`src/rtl/mem_bus_arbiter_if.sv`:
```
// Shared-memory arbitration bus: three requester channels plus one memory port.
// The arbiter takes the slave view; requesters and memory together take the master view.
interface mem_bus_arbiter_if;
    logic [2:0]  s_valid;
    logic [2:0]  s_ready;
    logic [95:0] s_addr;
    logic [95:0] s_wdata;
    logic [11:0] s_wstrb;
    logic [31:0] s_rdata;
    logic        mem_valid;
    logic        mem_ready;
    logic [31:0] mem_addr;
    logic [31:0] mem_wdata;
    logic [3:0]  mem_wstrb;
    logic [31:0] mem_rdata;

    modport slave (
        input  s_valid, s_addr, s_wdata, s_wstrb, mem_ready, mem_rdata,
        output s_ready, s_rdata, mem_valid, mem_addr, mem_wdata, mem_wstrb
    );

    modport master (
        output s_valid, s_addr, s_wdata, s_wstrb, mem_ready, mem_rdata,
        input  s_ready, s_rdata, mem_valid, mem_addr, mem_wdata, mem_wstrb
    );
endinterface

```
`src/rtl/mem_bus_arbiter.sv`:
```
// Round-robin arbiter sharing one memory port between three requesters.
// Optional BUSY watchdog abort enabled by defining MEM_ARB_TIMEOUT_EN.
module mem_bus_arbiter #(
    parameter int TIMEOUT_CYCLES = 256
) (
    input  logic              clk,
    input  logic              resetn,
    mem_bus_arbiter_if.slave  bus,
    output logic [1:0]        grant_id,
    output logic              busy,
    output logic              timeout_err,
    input  logic              err_clr
);
    typedef enum logic {IDLE = 1'b0, BUSY = 1'b1} state_t;

    state_t     state;
    state_t     state_next;
    logic [1:0] last_grant;
    logic [1:0] winner;
    logic [1:0] cand;
    logic       done;
    logic       abort;

    // Scan from the slot after last_grant; the nearest requesting slot wins
    always_comb begin
        winner = last_grant;
        cand   = last_grant;
        for (int k = 3; k >= 1; k--) begin
            cand = 2'((int'(last_grant) + k) % 3);
            if (bus.s_valid[cand]) winner = cand;
        end
    end

    assign done = (state == BUSY) && bus.mem_ready;

`ifdef MEM_ARB_TIMEOUT_EN
    logic [15:0] tmo_cnt;

    assign abort = (state == BUSY) && !bus.mem_ready &&
                   (tmo_cnt == 16'(TIMEOUT_CYCLES - 1));

    always_ff @(posedge clk or negedge resetn) begin
        if (!resetn) begin
            tmo_cnt     <= '0;
            timeout_err <= 1'b0;
        end else begin
            if (state != BUSY)        tmo_cnt <= '0;
            else if (!bus.mem_ready)  tmo_cnt <= tmo_cnt + 16'd1;
            if (abort)                timeout_err <= 1'b1;
            else if (err_clr)         timeout_err <= 1'b0;
        end
    end
`else
    localparam int unused_timeout = TIMEOUT_CYCLES;
    logic unused_err_clr;

    assign unused_err_clr = err_clr;
    assign abort          = 1'b0;
    assign timeout_err    = 1'b0;
`endif

    always_ff @(posedge clk or negedge resetn) begin
        if (!resetn) begin
            state         <= IDLE;
            last_grant    <= 2'd2;
            grant_id      <= 2'd0;
            bus.mem_addr  <= '0;
            bus.mem_wdata <= '0;
            bus.mem_wstrb <= '0;
        end else begin
            state <= state_next;
            if (state == IDLE && |bus.s_valid) begin
                grant_id      <= winner;
                bus.mem_addr  <= bus.s_addr[32*winner +: 32];
                bus.mem_wdata <= bus.s_wdata[32*winner +: 32];
                bus.mem_wstrb <= bus.s_wstrb[4*winner +: 4];
            end
            if (done || abort) last_grant <= grant_id;
        end
    end

    always_comb begin
        state_next = state;
        case (state)
            IDLE:    if (|bus.s_valid) state_next = BUSY;
            BUSY:    if (done || abort) state_next = IDLE;
            default: state_next = IDLE;
        endcase
    end

    // An abort completes the requester like a normal response, with zero data
    always_comb begin
        busy          = (state == BUSY);
        bus.mem_valid = (state == BUSY);
        bus.s_ready   = '0;
        bus.s_rdata   = '0;
        if (done) begin
            bus.s_ready = 3'b001 << grant_id;
            bus.s_rdata = bus.mem_rdata;
        end else if (abort) begin
            bus.s_ready = 3'b001 << grant_id;
        end
    end
endmodule
```
`src/flat_wrapper.sv`:
```
// flat-port wrapper written by rule: the top's interface ports become plain ports
module mem_bus_arbiter_flat 
#(
    parameter int TIMEOUT_CYCLES = 256
)
  (clk, resetn, grant_id, busy, timeout_err, err_clr, bus_s_valid, bus_s_addr, bus_s_wdata, bus_s_wstrb, bus_mem_ready, bus_mem_rdata, bus_s_ready, bus_s_rdata, bus_mem_valid, bus_mem_addr, bus_mem_wdata, bus_mem_wstrb);
  mem_bus_arbiter_if bus_i ();
  input  logic clk;
  input  logic resetn;
  output logic [1:0] grant_id;
  output logic busy;
  output logic timeout_err;
  input  logic err_clr;
  input wire logic [$bits(bus_i.s_valid)-1:0] bus_s_valid;
  input wire logic [$bits(bus_i.s_addr)-1:0] bus_s_addr;
  input wire logic [$bits(bus_i.s_wdata)-1:0] bus_s_wdata;
  input wire logic [$bits(bus_i.s_wstrb)-1:0] bus_s_wstrb;
  input wire logic [$bits(bus_i.mem_ready)-1:0] bus_mem_ready;
  input wire logic [$bits(bus_i.mem_rdata)-1:0] bus_mem_rdata;
  output wire logic [$bits(bus_i.s_ready)-1:0] bus_s_ready;
  output wire logic [$bits(bus_i.s_rdata)-1:0] bus_s_rdata;
  output wire logic [$bits(bus_i.mem_valid)-1:0] bus_mem_valid;
  output wire logic [$bits(bus_i.mem_addr)-1:0] bus_mem_addr;
  output wire logic [$bits(bus_i.mem_wdata)-1:0] bus_mem_wdata;
  output wire logic [$bits(bus_i.mem_wstrb)-1:0] bus_mem_wstrb;
  assign bus_i.s_valid = bus_s_valid;
  assign bus_i.s_addr = bus_s_addr;
  assign bus_i.s_wdata = bus_s_wdata;
  assign bus_i.s_wstrb = bus_s_wstrb;
  assign bus_i.mem_ready = bus_mem_ready;
  assign bus_i.mem_rdata = bus_mem_rdata;
  assign bus_s_ready = bus_i.s_ready;
  assign bus_s_rdata = bus_i.s_rdata;
  assign bus_mem_valid = bus_i.mem_valid;
  assign bus_mem_addr = bus_i.mem_addr;
  assign bus_mem_wdata = bus_i.mem_wdata;
  assign bus_mem_wstrb = bus_i.mem_wstrb;
  mem_bus_arbiter #(.TIMEOUT_CYCLES(TIMEOUT_CYCLES)) u_core (.clk(clk), .resetn(resetn), .bus(bus_i), .grant_id(grant_id), .busy(busy), .timeout_err(timeout_err), .err_clr(err_clr));
endmodule
```
`config.mk`:
```
export PLATFORM = sky130hd
export DESIGN_NAME = mem_bus_arbiter_flat
export DESIGN_NICKNAME = d
export VERILOG_FILES = /design/src/rtl/mem_bus_arbiter_if.sv /design/src/rtl/mem_bus_arbiter.sv /design/src/flat_wrapper.sv
export SDC_FILE = /design/constraint.sdc
export NUM_CORES = 1
export LEC_CHECK = 0
export ABC_CLOCK_PERIOD_IN_PS = 6650
export BUFFER_PORTS_ARGS = -buffer_cell sky130_fd_sc_hd__buf_4
export CELL_PAD_IN_SITES_DETAIL_PLACEMENT = 0
export CELL_PAD_IN_SITES_GLOBAL_PLACEMENT = 2
export CORE_MARGIN = 3
export CORE_UTILIZATION = 22
export CTS_BUF_LIST = sky130_fd_sc_hd__clkbuf_16
export CTS_CLUSTER_SIZE = 28
export DETAILED_ROUTE_END_ITERATION = 16
export PLACE_DENSITY_LB_ADDON = 0.08
export SKIP_CTS_REPAIR_TIMING = 1
export SLEW_MARGIN = 20
export SYNTH_ARGS = -nofsm -noshare
export SYNTH_HDL_FRONTEND = slang
export SYNTH_SLANG_ARGS = --single-unit
```
`constraint.sdc`:
```
create_clock -name clk -period 6.65 [get_ports clk]
set_clock_uncertainty 0.05 [all_clocks]
set_input_delay 0.3325 -clock clk [delete_from_list [all_inputs] [get_ports clk]]
set_output_delay 0.3325 -clock clk [all_outputs]
set_load 0.005 [all_outputs]
```
Word level (Yosys, flattened, before mapping). Index checks and enable logic that the tools add are counted.

Register bits after elaboration: 73. Input port bits: 243. Logic and storage cells: 37. Output and inout bits: 108.

Div/mod/pow operators: 3. Bitwise logic cells: 1. $lt $le $gt $ge: 3. Mux-type cells: 14. Add/sub/neg operators: 3. Shift-type cells: 4. Reduce and logical (&&, ||, !) cells: 3.

Operators with widths (number): $shiftx A96 B8 Y32 (2); $mod A32 B3 Y32 const B (3); $mux W32 (1); $shiftx A12 B5 Y4 (1); $lt A2 B3 Y1 const B (3); $add A2 B2 Y3 const B (2); $bmux W1 S2 (3); $mux W2 (3); $mux W1 (5); $add A2 B1 Y3 const B (1); $mux W3 (1); $reduce_or A3 Y1 (1); $shl A1 B2 Y3 const A (1); $logic_and A1 B1 Y1 (2); $pmux W1 S2 (1); $not A1 Y1 (1).

Logic depth before layout (Yosys ltp). Gate-level depths: netlist of the first run.

Word-level depth: 8. Gate-level depth with buffers: 12.

Worst setup path before layout of the first run. Ideal clock, no wire load.

Kind: reg2reg. Start point: register u_core.last_grant[1]. End point: register u_core.bus.mem_addr[10]. Data required time: 6510 ps. Library setup time: 90 ps. Path slack: 4186 ps. Buffers on the path: 2. Period minus slack after synthesis: 2464 ps. Stages on the path, launching flop included: 11. Data arrival time: 2323 ps. Cell sequence: dfstp_2 > inv_1 > ha_1 > nand2b_1 > a21oi_1 > mux2_2 > a21oi_2 > nand4_1 > buf_2 > buf_2 > o221ai_1.

Word-level cells in the longest chain between the ends: 8. Elaborated cells on any way between the ends: 16.

RTL lines: start, declared (line mem_bus_arbiter.sv:18) `logic [1:0] last_grant;`; start signal, assigned (line mem_bus_arbiter.sv:78) `if (done || abort) last_grant <= grant_id;`; $add A2 B2 Y3 (line mem_bus_arbiter.sv:29) `cand = 2'((int'(last_grant) + k) % 3);`; $mod A32 B3 Y32 (line mem_bus_arbiter.sv:29); $bmux W1 S2 (line mem_bus_arbiter.sv:30) `if (bus.s_valid[cand]) winner = cand;`; $mux W1 (not written as such) (line mem_bus_arbiter.sv:30); $mux W2 (2 in a row) (line mem_bus_arbiter.sv:30); $mux W2 (*) (line mem_bus_arbiter.sv:30); $shiftx A96 B8 Y32 (*) (line mem_bus_arbiter.sv:74) `bus.mem_addr <= bus.s_addr[32*winner +: 32];`; end signal, assigned (line mem_bus_arbiter.sv:74); end, declared (line mem_bus_arbiter_if.sv:19) `output s_ready, s_rdata, mem_valid, mem_addr, mem_wdata, mem_wstrb`.

Every way passes the cells marked *; elsewhere a longest branch is shown, timed or not. The select of a mux whose other input is x is not followed. A chain may end at the register's enable or synchronous reset.

Final worst setup path of the first run.
Start point: register u_core.last_grant[0]. End point: register u_core.bus.mem_wdata[1].

Word-level cells in the longest chain between the ends: 8. Elaborated cells on any way between the ends: 16.

RTL lines: $add A2 B2 Y3 (line mem_bus_arbiter.sv:29); $mod A32 B3 Y32 (line mem_bus_arbiter.sv:29); $bmux W1 S2 (line mem_bus_arbiter.sv:30); $mux W1 (not written as such) (line mem_bus_arbiter.sv:30); $mux W2 (2 in a row) (line mem_bus_arbiter.sv:30); $mux W2 (*) (line mem_bus_arbiter.sv:30); $shiftx A96 B8 Y32 (*) (line mem_bus_arbiter.sv:75) `bus.mem_wdata <= bus.s_wdata[32*winner +: 32];`; end signal, assigned (line mem_bus_arbiter.sv:75); end, declared (line mem_bus_arbiter_if.sv:19).

Marks and branches as above.

==> results by group, run 1 <==
Outcome
  • Status: finished, violations left
  • Failing checks: negative hold slack

Routing
  • Detailed-route via count: 4789
  • Number of routed nets with antenna violations: 0
  • Top Layer Used: met4
  • Metal2 WL: 9.41 mm
  • Iteration-0 DRC Markers: 172
  • DRT Pass-1 Iters: 4
  • DR DRC count: 0
  • WL met1: 7.32 mm
  • WL/cell: 17.5 µm
  • Met3 routed WL: 1.76 mm
  • Total detailed-routing wirelength: 18.7 mm
  • Via density: 4.49

Min path
  • Hold WC Path Type: primary input to asynchronous set/reset pin

Clocking
  • CTS root buffer: clkbuf_16
  • Clock Sinks: 73
  • CTS tree: done
  • Worst-path clk slew: 60 ps
  • Maximum clock insertion buffer count: 2
  • CTS Buf Count: 9
  • Worst-Skew Late Latency: 330 ps
  • CTS H-tree depth: 3

Die
  • Die Y: 147 µm
  • Core box area: 19500 µm²
  • Cell Rows: 51
  • Die area: 21700 µm²
  • Die width: 147 µm
  • IO Pins: 351
  • Starting Density: 22.5%

Pwr
  • Leakage: 4.10 nW
  • Comb pwr share: 58.2%
  • Power Total: 3.07 mW
  • Switching share of power: 39.7%
  • Seq pwr share: 25.7%
  • Worst-case vdd ir drop: 0.418 mV
  • Int Pwr: 1.85 mW
  • NetSw: 1.22 mW
  • Clock Power Share: 16.1%
  • Power Dens Cells: 411 nW/µm²

Placed design
  • Dpl cells: 1051
  • Setup Slack @ Placement: 3000 ps
  • Port bufs: 348
  • Gpl congestion: 0.757
  • DP Area: 7180 µm²
  • Final HPWL DP: 14.1 mm

Critical path
  • Slowest Stage Delay on Critical Path: 870 ps
  • Required @ worst endpoint: 6770 ps
  • CP Class: flip-flop to flip-flop
  • CP Cell Sequence: inv_1, ha_1, mux2i_1, o22a_1, o22ai_1, a21oi_4, buf_4, mux2i_1, o221ai_1
  • Startpoint Class: flip-flop
  • CP max stage cell: buf_4
  • Crit path DAT: 3740 ps
  • Cell mode on critical path: mux2i_1
  • CP endpoint kind: flip-flop
  • Worst-path fanout max: 62

Global route
  • Grt total ovfl: 0
  • Total GRT Usage: 16.6%
  • Vias in the first global route: 4901
  • First-pass GRT wire length: 28.3 mm
  • Largest net degree at the start of global routing: 74
  • Initial antenna violation count: 0

Timing
  • Total Negative Setup Slacks: 0 ps
  • Tcrit/Tclk final: 54.4%
  • # setup viols final: 0
  • Final min period: 3620 ps
  • RSZ-0062 raised after global routing: false
  • Max Clk Rate: 276 MHz
  • Worst slew margin: 28.5%
  • Final Hold Vio Count: 29
  • Pin slew with the least headroom to its limit: 1070 ps
  • Pins over their slew limit: 0
  • Fin Hold WS: -51.8 ps
  • Setup WS post-layout: 3030 ps

Synth
  • Cell Area, Synth: 4400 µm²
  • Cell variety after synth: 33
  • Register area share after synthesis: 41.6%
  • Yosys reg bits: 73
  • Syn_area_per_cell: 9.30 µm²
  • Synth warnings: 0
  • Synth Instances: 473
  • Synth Net Count: 720

Finish
  • Non-Filler Instances: 1067
  • Final Instance Area: 7480 µm²
  • NumNets Final: 1044
  • Layout area overhead: 70.2%
  • Layout cells sized above 1: 46.9%
  • N_diodes: 0
  • Most common cell after layout, fill and taps aside: buf_4
  • Commonest non-fill, non-tap cells in the layout: buf_4 (352), nand2_1 (75), inv_1 (73)

Job
  • Max-cap violations: 0
-- state kept, by name (all words and copies together), names as in the netlist --
signal,cells
u_core.grant_id,2
u_core.last_grant,2
u_core.bus.mem_valid,1
u_core.bus.mem_addr,32
u_core.bus.mem_wstrb,4
u_core.bus.mem_wdata,32
-- cells by family after synthesis --
logic type / after synthesis / share of synthesized area (%)
compound gates: 87 / 16.5
mux: 74 / 16.9
fa+ha+maj: 4 / 1.14
other cells: 1 / 0.0853
buf+inv: 113 / 10.9
flops: 73 / 41.6
simple gates: 121 / 12.9
-- Yosys cell counts (all sizes together) --
cell type	count	area [µm²]
and3	32	200
or2	1	6.26
nand2b	3	18.8
and2b	1	7.51
o32a	1	10.0
nor3	4	20.0
nor3b	2	15.0
o22a	1	8.76
o221ai	68	596
o21ai	6	30.0
nand3	1	5.00
inv	73	274
ha	4	50.1
a221o	2	20.0
o22ai	1	6.26
mux2i	72	721
conb	1	3.75
dfstp	1	26.3
nor2b	1	6.26
nand4	1	6.26
dfrtp	72	1800
clkbuf	23	86.3
o221a	1	11.3
nand2	75	282
mux2	2	22.5
o211ai	1	7.51
a21oi	6	37.5
buf	17	118
-- power groups by stage --
stage / sequential [mW] / combinational (mW) / clock (mW)
floorplan: 0.793 / 1.11 / 0
global placement: 0.786 / 1.82 / 0
detailed placement: 0.793 / 1.83 / 0
CTS: 0.793 / 1.83 / 0.518
global route: 0.820 / 1.96 / 0.532
finish: 0.791 / 1.79 / 0.495
-- worst paths after layout --
path | slack (ps) | depth (start not counted) | endpoint | from
setup / recovery | 3030 | 9 | u_core.bus.mem_wdata[1] | u_core.last_grant[0]
hold / removal | -50 | 1 | u_core.bus.mem_addr[27] | resetn
setup reg to reg | 3030 | 9 | u_core.bus.mem_wdata[1] | u_core.last_grant[0]
hold reg to reg | 440 | 2 | u_core.bus.mem_wdata[2] | u_core.bus.mem_wdata[2]
max in group asynchronous | 6040 | 1 | u_core.bus.mem_wdata[7] | resetn
min in group clk | 240 | 3 | u_core.bus.mem_wdata[26] | bus_s_wdata[26]
-- critical path, delay by kind of cell (launching register included) --
| family | cells | cell delay (ps) |
|---|---|---|
| muxes | 2 | 600 |
| adders and majority gates | 1 | 510 |
| AOI/OAI and AO/OA | 4 | 770 |
| buffers and inverters | 2 | 990 |
| DFF | 1 | 470 |
-- cell type report --
type	instances	area, µm²
clock inverter	7	68.8
timing repair buffer	353	2650
fill	2025	12000
tap	265	332
multi-input combinational	287	2100
clock buffer	9	225
sequential	73	1830
inverter	73	274
-- routing by layer --
layer | vias up | global-route usage [%]
met3 | 17 | 5.36
met2 | 227 | 29.0
met5 | - | 0
met4 | 0 | 4.71
met1 | 2220 | 19.5
li1 | 2325 | -
-- through the flow --
stage / hold WS (ps) / utilization (%)
2_1_floorplan: -13.1 / -
3_3_place_gp: 422 / 36.8
3_5_place_dp: 424 / 36.8
4_1_cts: 138 / 38.3
5_1_grt: 13.5 / 38.3
6_report: -51.8 / 38.3
Note: power is estimated with default switching activity, not from simulation.
==> inputs of run 2 (changes only) <==
ABC_AREA = 1   (was unset)
ABC_CLOCK_PERIOD_IN_PS = 3500   (was 6650)
CORE_UTILIZATION = 20   (was 22)
clock period = 3.5 ns   (was 6.65 ns; I/O delays follow)
==> run 2 against run 1 <==
Against the previous run:
- the flow now finishes without violations
- global-route usage up 0.87 points
- non-clock buffer count grew 15
- area after synthesis grew 24%
- clock-buffer cell count is the same
- sequential power is 98% higher
- sequential share of layout area fell by 3.5 points
- cell area rose by 17%
- wire length increased by 42%
- power rose to 3.0 times the previous value
- first-iteration DRC count increased by 66%
==> results by group, run 2 <==
Pwr
  • Power Dens Cells: 1050 nW/µm² (+150%)
  • Seq pwr share: 17.2% (-8.5 points)
  • Int Pwr: 4.29 mW (+130%)
  • Leakage: 4.84 nW (+18%)
  • Comb pwr share: 70.6% (+12 points)
  • Clock Power Share: 12.2% (-3.9 points)
  • Worst-case vdd ir drop: 0.795 mV (+90%)
  • NetSw: 4.86 mW (+300%)
  • Switching share of power: 53.1% (+13 points)

Routing
  • Iteration-0 DRC Markers: 285 (+66%)
  • Detailed-route via count: 6645 (+39%)
  • DR DRC count: 0 (unchanged)
  • WL/cell: 17.3 µm (-1.6%)
  • Number of routed nets with antenna violations: 0 (unchanged)
  • DRT Pass-1 Iters: 4 (unchanged)
  • Via density: 4.33 (-3.5%)
  • Total detailed-routing wirelength: 26.5 mm (+42%)

Synth
  • Most frequent cell after synthesis: nand3_1
  • Cell Area, Synth: 5450 µm² (+24%)
  • Leading register cell type out of synthesis: dfrtp_1
  • Synth top area cells: dfrtp_1 (33%), nand3_1 (17%), nor2_1 (11%), inv_1 (10%), nand2_1 (8.0%)
  • Synth warnings: 0 (unchanged)
  • Register area share after synthesis: 33.5% (-8.0 points)
  • Cell variety after synth: 22 (-33%)
  • Number of synthesized flops with an enable pin: 0 (unchanged)
  • Synth Net Count: 1125 (+56%)
  • Synth Instances: 878 (+86%)
  • Syn_area_per_cell: 6.21 µm² (-33%)
  • Ys async rst share: 100% (unchanged)
  • Yosys reg bits: 73 (unchanged)
  • Proportion of netlist area held by the largest area contributor: 33.1% (-7.9 points)
  • Synth cell count leaders: nand3_1 (188), nor2_1 (157), inv_1 (152), nand2_1 (116), dfrtp_1 (72)
  • Area leader, netlist: dfrtp_1

Die
  • Die area: 29300 µm² (+35%)
  • Die width: 171 µm (+16%)
  • Starting Density: 20.6% (-1.9 points)
  • Core box area: 26400 µm² (+35%)
  • IO Pins: 351 (unchanged)
  • Cell Rows: 59 (+16%)
  • Die Y: 171 µm (+16%)

Job
  • Max-cap violations: 0 (unchanged)

Critical path
  • CP Cell Sequence: inv_1, ha_1, inv_2, nand2_1, nand3_2, buf_4, nand2_2, inv_2, nor2_4, nand3_1, nand3_1
  • CP max stage cell: nor2_4
  • Startpoint Class: flip-flop
  • CP endpoint kind: flip-flop
  • Worst-path fanout max: 42 (-32%)
  • CP Class: flip-flop to flip-flop
  • Crit path DAT: 2950 ps (-790 ps)
  • Required @ worst endpoint: 3720 ps (-3050 ps)
  • Slowest Stage Delay on Critical Path: 590 ps (-280 ps)

Clocking
  • CTS H-tree depth: 3 (unchanged)
  • CTS tree: done
  • CTS Buf Count: 9 (unchanged)
  • Worst-path clk slew: 70 ps (about the same)
  • Maximum clock insertion buffer count: 2 (unchanged)
  • CTS root buffer: clkbuf_16
  • Clock Sinks: 73 (unchanged)
  • Worst-Skew Late Latency: 340 ps (about the same)

Global route
  • Total GRT Usage: 17.4% (+0.87 points)
  • GR peak layer: met2
  • Vias in the first global route: 6656 (+36%)
  • Grt total ovfl: 0 (unchanged)
  • Global Route met1 Usage: 21.9% (+2.4 points)
  • Routing usage on met3: 4.64% (-0.72 points)
  • GR met2 Demand/Resource: 29.8% (+0.84 points)
  • Largest net degree at the start of global routing: 69 (-6.8%)
  • Initial antenna violation count: 0 (unchanged)
  • First-pass GRT wire length: 39.4 mm (+39%)

Timing
  • Final Hold Vio Count: 0 (-100%)
  • Worst slew margin: 40.0% (+11 points)
  • Total Negative Setup Slacks: 0 ps (unchanged)
  • Max Clk Rate: 367 MHz (+33%)
  • Tcrit/Tclk final: 77.9% (+23 points)
  • Final min period: 2730 ps (-894 ps)
  • RSZ-0062 raised after global routing: false
  • Setup WS post-layout: 774 ps (-2260 ps)
  • Pin slew with the least headroom to its limit: 901 ps (-171 ps)
  • Pins over their slew limit: 0 (unchanged)
  • Fin Hold WS: 48.7 ps (+100 ps)
  • # setup viols final: 0 (unchanged)

Min path
  • Hold WC Path Type: primary input to flip-flop

Finish
  • Register area: 1830 µm² (unchanged)
  • # fillers: 2992 (+48%)
  • Footprint of the multi-input gates: 2760 µm² (+31%)
  • Top Registers: u_core.bus.mem_addr x32, u_core.bus.mem_wdata x32, u_core.bus.mem_wstrb x4
  • Layout cells sized above 1: 33.4% (-14 points)
  • NumNets Final: 1441 (+38%)
  • Non-Filler Instances: 1534 (+44%)
  • Layout area overhead: 60.3%
  • Commonest non-fill, non-tap cells in the layout: buf_4 (364), nand3_1 (188), nor2_1 (157)
  • Most common cell after layout, fill and taps aside: buf_4
  • N_diodes: 0 (unchanged)

Placed design
  • Gpl congestion: 0.792 (+4.6%)
  • Final HPWL DP: 18.7 mm (+33%)
  • Dpl cells: 1516 (+44%)
  • Setup Slack @ Placement: 729 ps (-2270 ps)
  • Port bufs: 348 (unchanged)

Outcome
  • Status: completed
[run 2: worst max-delay path, delay by kind of cell, from the launching register on]
family / cells / cell delay (ps)
DFF: 1 / 400
buffers and inverters: 4 / 550
adders and majority gates: 1 / 410
and+or+nand+nor: 6 / 1220
[run 2: kinds of logic after synthesis]
group                      Yosys count  synth area share [%]
AOI/OAI and AO/OA                   51                  4.71
other                                1                0.0688
adders and majority gates            4                 0.918
DFF                                 73                  33.5
buffers and inverters              222                  16.3
and+or+nand+nor                    527                  44.4
[run 2: final timing paths]
kind                                         start                       to  slack, ps  depth (start not counted)
max                           u_core.last_grant[0]  u_core.bus.mem_wstrb[3]        770                         11
min                                bus_s_wdata[67]  u_core.bus.mem_wdata[3]         50                          3
max reg2reg                   u_core.last_grant[0]  u_core.bus.mem_wstrb[3]        770                         11
min reg2reg                u_core.bus.mem_addr[28]  u_core.bus.mem_addr[28]        450                          2
max in group asynchronous                   resetn     u_core.last_grant[1]       2300                          3
min in group asynchronous                   resetn  u_core.bus.mem_wdata[7]        300                          2
[run 2: per-stage QoR]
step	util (%)	power, mW	cell area [µm²]
after floorplan	-	5.58	5450
after global placement	31.7	8.27	8380
after detailed placement	31.7	8.27	8380
after CTS	33.0	9.44	8720
after global routing	33.1	10.1	8740
final	33.1	9.15	8740
[run 2: power groups by stage]
stage	clock [mW]	combinational (mW)	sequential, mW
after global routing	1.19	7.32	1.64
after CTS	1.16	6.70	1.58
after detailed placement	0	6.69	1.58
after global placement	0	6.69	1.58
after floorplan	0	4.01	1.57
final	1.12	6.47	1.57
[run 2: cell type report]
class / instances / share of cell area (%)
Timing Repair Buffer: 368 / 31.9
Multi-Input combinational cell: 583 / 31.6
Sequential cell: 73 / 20.9
Inverter: 159 / 6.83
Tap cell: 335 / 4.80
Clock buffer: 9 / 2.58
Clock inverter: 7 / 1.37
[run 2: layer usage]
metal  routed length, µm  up-vias
li1                    -     3383
met1               11400     3015
met2               12700      225
met3                2040       22
met4                 388        0
met5                   0        -
==> inputs of run 3 (changes only) <==
ABC_CLOCK_PERIOD_IN_PS = 2300   (was 3500)
CORE_UTILIZATION = 18   (was 20)
clock period = 2.3 ns   (was 3.5 ns; I/O delays follow)
==> run 3 against run 2 <==
Against the previous run:
- the run now ends with negative hold slack left
- clock power grew 32%
- fmax grew 23%
- first-iteration DRC count rose by 25%
- via count rose by 4.5%
- register-to-register slack got worse by 700 ps
- utilization is 0.091 points lower
- power grew 97%
- clock-buffer cell count is the same
- critical path type unchanged
- sequential cell count unchanged
==> results by group, run 3 (same netlist as run 2, synthesis figures left out) <==
Outcome
  • Status: finished, violations left
  • Failing checks: negative hold slack

Die
  • Die width: 180 µm (+5.2%)
  • IO Pins: 351 (unchanged)
  • Cell Rows: 63 (+6.8%)
  • Die Y: 180 µm (+5.2%)
  • Starting Density: 18.3% (-2.3 points)
  • Die area: 32400 µm² (+11%)
  • Core box area: 29700 µm² (+12%)

Critical path
  • CP endpoint kind: flip-flop
  • Startpoint Class: flip-flop
  • Required @ worst endpoint: 2480 ps (-1240 ps)
  • CP Class: flip-flop to flip-flop
  • Crit path DAT: 2400 ps (-550 ps)
  • Worst-path fanout max: 6 (-86%)
  • R2R cell count: 14 (+3)
  • R2R Setup Slk: 80 ps (-700 ps)

Routing
  • Detailed-route via count: 6944 (+4.5%)
  • WL/cell: 18.3 µm (+5.7%)
  • Iteration-0 DRC Markers: 357 (+25%)
  • Via density: 4.24 (-2.0%)
  • DR DRC count: 0 (unchanged)
  • DRT Pass-1 Iters: 5 (+1)
  • Number of routed nets with antenna violations: 0 (unchanged)
  • Total detailed-routing wirelength: 29.9 mm (+13%)

Global route
  • Initial antenna violation count: 3 (+3)
  • Global Route met1 Usage: 20.5% (-1.5 points)
  • Routing usage on met3: 4.91% (+0.26 points)
  • GR met2 Demand/Resource: 27.6% (-2.2 points)
  • Total GRT Usage: 16.4% (-1.0 points)
  • Largest net degree at the start of global routing: 73 (+5.8%)
  • GR peak layer: met2
  • First-pass GRT wire length: 41.8 mm (+6.1%)
  • Grt total ovfl: 0 (unchanged)
  • Vias in the first global route: 7084 (+6.4%)

Clocking
  • CTS root buffer: clkbuf_16
  • Worst-Skew Late Latency: 340 ps (about the same)
  • CTS Buf Count: 9 (unchanged)
  • Worst-path clk slew: 70 ps (about the same)
  • Maximum clock insertion buffer count: 2 (unchanged)
  • CTS tree: done
  • CTS H-tree depth: 3 (unchanged)
  • Clock Sinks: 73 (unchanged)

Finish
  • Most common cell after layout, fill and taps aside: buf_4
  • Non-Filler Instances: 1636 (+6.6%)
  • Commonest non-fill, non-tap cells in the layout: buf_4 (363), nand3_1 (178), nor2_1 (155)
  • Top Registers: u_core.bus.mem_addr x32, u_core.bus.mem_wdata x32, u_core.bus.mem_wstrb x4
  • # fillers: 3286 (+9.8%)
  • Layout area overhead: 79.8%
  • Util after Layout: 33.0% (-0.091 points)
  • Final Instance Area: 9800 µm² (+12%)
  • Layout cells sized above 1: 37.7% (+4.3 points)
  • NumNets Final: 1486 (+3.1%)

Pwr
  • Power Total: 18.0 mW (+97%)
  • Power Dens Cells: 1840 nW/µm² (+76%)
  • Leakage: 5.24 nW (+8.4%)
  • Worst-case vdd ir drop: 0.854 mV (+7.5%)

Timing
  • Max Clk Rate: 450 MHz (+23%)
  • Total Negative Setup Slacks: 0 ps (unchanged)
  • Pins over their slew limit: 0 (unchanged)
  • Worst slew margin: 38.0% (-1.9 points)
  • # setup viols final: 0 (unchanged)
  • Final Hold Vio Count: 4 (+4)
  • Pin slew with the least headroom to its limit: 929 ps (+28.7 ps)
  • RSZ-0062 raised after global routing: true
  • Setup WS post-layout: 78.6 ps (-696 ps)
  • Fin Hold WS: -5.76 ps (-54.5 ps)
  • Final min period: 2220 ps (-504 ps)
  • Tcrit/Tclk final: 96.6% (+19 points)

Placed design
  • Setup Slack @ Placement: -219 ps (-948 ps)
  • Port bufs: 348 (unchanged)
  • Final HPWL DP: 19.6 mm (+4.8%)
  • Dpl cells: 1589 (+4.8%)
  • Gpl congestion: 0.743 (-6.3%)
  • DP Area: 8720 µm² (+4.1%)

Min path
  • Hold WC Path Type: primary input to flip-flop
  • Hold Crit Depth: 3 (unchanged)

Job
  • Max-cap violations: 0 (unchanged)
-- run 3: worst max-delay path, cell delays in order, from the launching register on --
cell       delay [ps]
dfstp_2           590
ha_4              240
inv_4              90
nand2_4            50
nand3_4            70
nand2_4            80
inv_6              70
nor2_4             30
buf_4             130
a21oi_4           170
buf_12            160
clkbuf_16         150
nor2_1             40
nor2_1             90
a21oi_1            80
-- run 3: final cells by class --
class | count | area [µm²] | share of cell area (%)
multi-input combinational | 584 | 2970 | 30.3
clock buffer | 9 | 225 | 2.30
antenna | 2 | 5.00 | 0.0511
tap | 390 | 488 | 4.98
timing repair buffer | 412 | 3600 | 36.7
clock inverter | 7 | 70.1 | 0.715
inverter | 159 | 616 | 6.28
sequential | 73 | 1830 | 18.6
-- run 3: final timing paths --
kind | endpoint | from
min in group asynchronous | u_core.bus.mem_wdata[6] | resetn
setup / recovery | u_core.bus.mem_wdata[18] | u_core.last_grant[1]
max in group asynchronous | u_core.last_grant[1] | resetn
hold / removal | u_core.bus.mem_wdata[5] | bus_s_wdata[69]
setup reg to reg | u_core.bus.mem_wdata[18] | u_core.last_grant[1]
hold reg to reg | u_core.bus.mem_wdata[1] | u_core.bus.mem_wdata[1]
-- run 3: power by group --
part	total [mW]	switching [mW]	internal [mW]	leakage [nW]
clock network	1.48	0.642	0.841	0.136
registers	2.38	0.402	1.98	0.857
logic	14.2	7.85	6.33	4.25
total	18.0	8.89	9.15	5.24
-- run 3: per-layer routing --
metal	wire, µm	vias to the layer above
met3	2380	20
li1	-	3486
met5	13	-
met1	12700	3194
met4	399	2
met2	14300	242
